[src/rtl/dispatch_queue.sv]
// In-order dispatch queue between Rename and Dispatch; uop payload is an opaque UOP_W-bit word.
// Optional macro DISP_QUEUE_BYPASS_EN: empty-queue uops reach disp_uop in the same cycle.
module dispatch_queue #(
  parameter int DEPTH = 8,
  parameter int UOP_W = 32,
  localparam int PTR_W = $clog2(DEPTH)
) (
  input  logic             clk,
  input  logic             rst,
  input  logic [UOP_W-1:0] instr_uop,
  input  logic             instr_valid,
  output logic             queue_full,
  input  logic             flush,
  output logic [UOP_W-1:0] disp_uop,
  output logic             disp_valid,
  input  logic             disp_ready,
  output logic [PTR_W:0]   occupancy,
  output logic             enq_err
);

  localparam logic [PTR_W:0]   FULL_CNT = (PTR_W+1)'(DEPTH);
  localparam logic [PTR_W:0]   CNT_ONE  = (PTR_W+1)'(1);
  localparam logic [PTR_W-1:0] PTR_ONE  = PTR_W'(1);

  logic [UOP_W-1:0] mem [DEPTH];
  logic [PTR_W-1:0] wr_ptr;
  logic [PTR_W-1:0] rd_ptr;
  logic [PTR_W:0]   count;
  logic             empty;
  logic             enq_req;
  logic             enq;
  logic             deq;

  assign empty      = (count == '0);
  // Full comes straight from the count register, so a same-cycle dequeue never unblocks rename.
  assign queue_full = (count == FULL_CNT);
  assign occupancy  = count;
  assign enq_req    = instr_valid & ~queue_full & ~flush;
  assign deq        = ~empty & disp_ready & ~flush;

`ifdef DISP_QUEUE_BYPASS_EN
  logic bypass;
  // An accepted bypass uop is consumed directly and never occupies a slot.
  assign bypass     = empty & instr_valid & ~flush;
  assign enq        = enq_req & ~(bypass & disp_ready);
  assign disp_valid = ~empty | bypass;
  assign disp_uop   = empty ? instr_uop : mem[rd_ptr];
`else
  assign enq        = enq_req;
  assign disp_valid = ~empty;
  assign disp_uop   = mem[rd_ptr];
`endif

  always_ff @(posedge clk or posedge rst) begin
    if (rst) begin
      wr_ptr  <= '0;
      rd_ptr  <= '0;
      count   <= '0;
      enq_err <= 1'b0;
    end else begin
      if (instr_valid & queue_full) enq_err <= 1'b1;
      if (flush) begin
        wr_ptr <= '0;
        rd_ptr <= '0;
        count  <= '0;
      end else begin
        if (enq) wr_ptr <= wr_ptr + PTR_ONE;
        if (deq) rd_ptr <= rd_ptr + PTR_ONE;
        unique case ({enq, deq})
          2'b10:   count <= count + CNT_ONE;
          2'b01:   count <= count - CNT_ONE;
          default: count <= count;
        endcase
      end
    end
  end

  // Payload storage needs no reset; valid tracking lives entirely in count.
  always_ff @(posedge clk) begin
    if (enq) mem[wr_ptr] <= instr_uop;
  end

endmodule

[config.mk]
export PLATFORM = sky130hd
export DESIGN_NAME = dispatch_queue
export DESIGN_NICKNAME = d
export VERILOG_FILES = /design/src/rtl/dispatch_queue.sv
export SDC_FILE = /design/constraint.sdc
export NUM_CORES = 1
export LEC_CHECK = 0
export BUFFER_PORTS_ARGS = -buffer_cell sky130_fd_sc_hd__buf_4
export CORE_ASPECT_RATIO = 1.4
export CORE_MARGIN = 2
export CORE_UTILIZATION = 60
export DETAILED_ROUTE_END_ITERATION = 8
export GPL_TIMING_DRIVEN = 0
export MAX_ROUTING_LAYER = met4
export PLACE_DENSITY_LB_ADDON = 0.3
export SYNTH_ARGS = -nofsm -noshare
export SYNTH_HDL_FRONTEND = slang
export SYNTH_SLANG_ARGS = --single-unit
[constraint.sdc]
create_clock -name clk -period 5.45 [get_ports clk]
set_clock_uncertainty 0.05 [all_clocks]
set_input_delay 1.09 -clock clk [delete_from_list [all_inputs] [get_ports clk]]
set_output_delay 1.09 -clock clk [all_outputs]
set_load 0.02 [all_outputs]
==> metrics.md <==
| Metric | Value |
|---|---|
| Overall via count from detail_route | 4851 |
| Slowest cell delay on critical path | 620 ps |
| Clk_lat worst skew | 500 ps |
| Slew Limit Fails | 0 |
| Num Clock Sinks | 267 |
| Clk root buf | clkbuf_16 |
| Net count after synthesis | 490 |
| Status | finished, final reports clean |
| Share of cells above drive strength 1 | 41.8% |
| Most frequent cells after synthesis | edfxtp_1, mux4_2, mux2_2, nor2_1 |
| CP startpoint kind | register |
| Fillers | 987 |
| CP max FO | 10 |
| Tot GR Track Use | 23.0% |
| RSZ-0062 raised after global routing | false |
| Count leader, synth | edfxtp_1 |
| Distinct cells, synth | 37 |
| Hold Buf Count CTS | 0 |
| Dpl cell area | around 11000 um2 |
| Area grow syn2layout | 18.2% |
| Post_cts resized | 0 |
| Area share of the largest cell type after synthesis | 74.5% |
| Iter 0 DRT Violations | 383 |
| Clock transition at path regs | 60 ps |
| Max Freq | 262 MHz |
| Final Hold Viols | 0 |
| DRC viols | 0 |
| Inserted Diodes | 0 |
| Die area | 18300 um2 |
| Relative slew slack | between 30% and 40% |
| Detailed-route wire length | 19.6 mm |
| Mean Syn Cell Area | roughly 23 um2 |
| Critical path, cell by cell | buf_2 -> clkbuf_1 -> mux4_2 -> mux2_2 -> buf_4 |
| EDFF count, synth | 256 |
| CTS tree | built |
| Final Instance Area | 12200 um2 |
| ANT nets after route | 0 |
| Vias in the first global route | 5255 |
| Gr ovfl total | 0 |
| First-pass DRT Iterations | 5 |
| Layout Cells excl Fill | approximately 780 |
| Worst IR Drop VDD | 0.000395 V |
| Pin count of the biggest net entering global routing | 25 |
| Top cells by area, synth | edfxtp_1, mux4_2, mux2_2 |
| CP max-delay cell | clkbuf_1 |
| Crit path buf inv count | 3 |
| Crit path DAT | around 2700 ps |
| Die width | 115 um |
| Flops & latches, synth | around 270 |
| Row count | 56 |
| Syn. warnings | 0 |
| Mapped Cells | ~450 |
| RD Place Congestion | slightly above 0.7 |
| Starting Density | 61.4% |
| First-pass GRT wire length | 30.2 mm |
| CTS buffer count | 25 |
| Htree depth | 1 |
| Post-DR wirelength/cell | approximately 25 um |
| Vias per cell | 6.23 |
| HP Class | reg -> reg |
| Most area-hungry cell type in the Yosys netlist | edfxtp_1 |
| Fin crit share | between 60% and 70% |
| HPWL Detailed | 12.0 mm |
| Clk buf depth | 3 |
| # setup viols final | 0 |
| Synth async-reset ratio | 4.12% |
| Crit Path Category | reg -> out |
| Leak | 4.03 nW |
| Worst Tran Pin Value | 933 ps |
| Port bufs | 74 |
| Crit-path leading delay family | buffers and inverters |
| Placed cells | between 700 and 800 |
| Postcts setup bufs | 0 |
| Final setup TNS | 0 ps |
| Seq/Total Area, Yosys | between 70 and 80% |
| Pwr Density | 431 nW/um2 |
| Final Net Count | between 600 and 700 |
| Post-route minimum period | 3810 ps |
| Core area | 16800 um2 |
| Maxcap violations | 0 |
| Critical Path RT | 4310 ps |
| Die height | 159 um |
| Initial antenna violation count | 0 |
| # IOs | 76 |
| CP Capture Type | output pin |
| Netlist Area Pre-Place | 10300 um2 |
| Ys flop type | edfxtp_1 |
## flip-flops by register name, indices dropped and copies added (netlist names)
| name | flops |
|---|---|
| occupancy | 4 |
| rd_ptr | 3 |
| enq_err | 1 |
| mem | 256 |
| wr_ptr | 3 |
## path summary, 6_finish.rpt
path / from / end / slack (ps) / depth (start not counted)
hold reg to reg: enq_err / enq_err / 420 / 1
min in group asynchronous: rst / occupancy[0] / 540 / 2
setup reg to reg: occupancy[0] / mem[0][31] / 2190 / 8
max in group asynchronous: rst / wr_ptr[2] / 4520 / 2
hold / removal: enq_err / enq_err / 420 / 1
setup / recovery: rd_ptr[1] / disp_uop[3] / 1640 / 5
## metal layers
layer	vias up	global-route usage, %	wire (um)
met1	2561	29.0	7220
met5	-	-	0
met3	28	3.35	1130
met4	0	5.48	334
li1	2097	-	-
met2	165	39.6	10900
## cell families after synthesis
| kind of cell | count (synthesis) | synth area share (%) |
|---|---|---|
| flip-flops | 267 | 77.1 |
| XOR/XNOR | 6 | 0.509 |
| buffers and inverters | 23 | 0.945 |
| multiplexers | 100 | 17.8 |
| AND/OR/NAND/NOR | 36 | 1.84 |
| adder cells (fa/ha/maj) | 5 | 0.679 |
| AO/OA/AOI/OAI | 11 | 1.04 |
## metrics by stage
step	power, mW	worst slack (ps)	hold slack, ps	util [%]
2_1_floorplan	3.18	835	496	-
3_3_place_gp	3.52	-1240	391	66.2
3_5_place_dp	3.57	1590	409	67.7
4_1_cts	5.31	1610	423	72.5
5_1_grt	5.45	1550	435	72.5
6_report	5.26	1640	418	72.5
## power breakdown
part / switching, mW / internal (mW) / leakage, nW
Combinational: 0.567 / 0.553 / 1.17
Clock: 0.710 / 1.03 / 0.401
Sequential: 0.0642 / 2.34 / 2.46
## final cells by class
type | count | area (um2) | share of cell area [%]
plain buffers | 21 | 90.1 | 0.738
clock buffers | 26 | 629 | 5.16
clock inverters | 16 | 191 | 1.57
inverters | 2 | 7.51 | 0.0615
multi-input cells | 158 | 2320 | 19.0
flip-flops and latches | 267 | 7960 | 65.3
well taps | 203 | 254 | 2.08
repair buffers | 86 | 747 | 6.12
## placed cells by master (no fill, tap or decap), drive strengths merged, types with 3 or more instances in the layout
| cell | instances |
|---|---|
| a21oi | 3 |
| dfrtp | 11 |
| nor3 | 3 |
| ha | 4 |
| nand2 | 3 |
| inv | 3 |
| mux2i | 4 |
| mux2 | 32 |
| clkinv | 9 |
| xnor2 | 3 |
| a211oi | 3 |
| edfxtp | 256 |
| bufinv | 4 |
| clkbuf | 37 |
| nor2 | 15 |
| nand3 | 3 |
| buf | 96 |
| mux4 | 64 |
| xor2 | 3 |
## worst register-to-register path: stages, from the launching register on
cell and delay [ps]:
dfrtp_1 580, or4b_1 180, buf_2 180, nand2_1 120, or3_1 500, nor3_2 760, buf_8 240, buf_6 180
buf_6 180
Power figures use the tool's default switching activity.
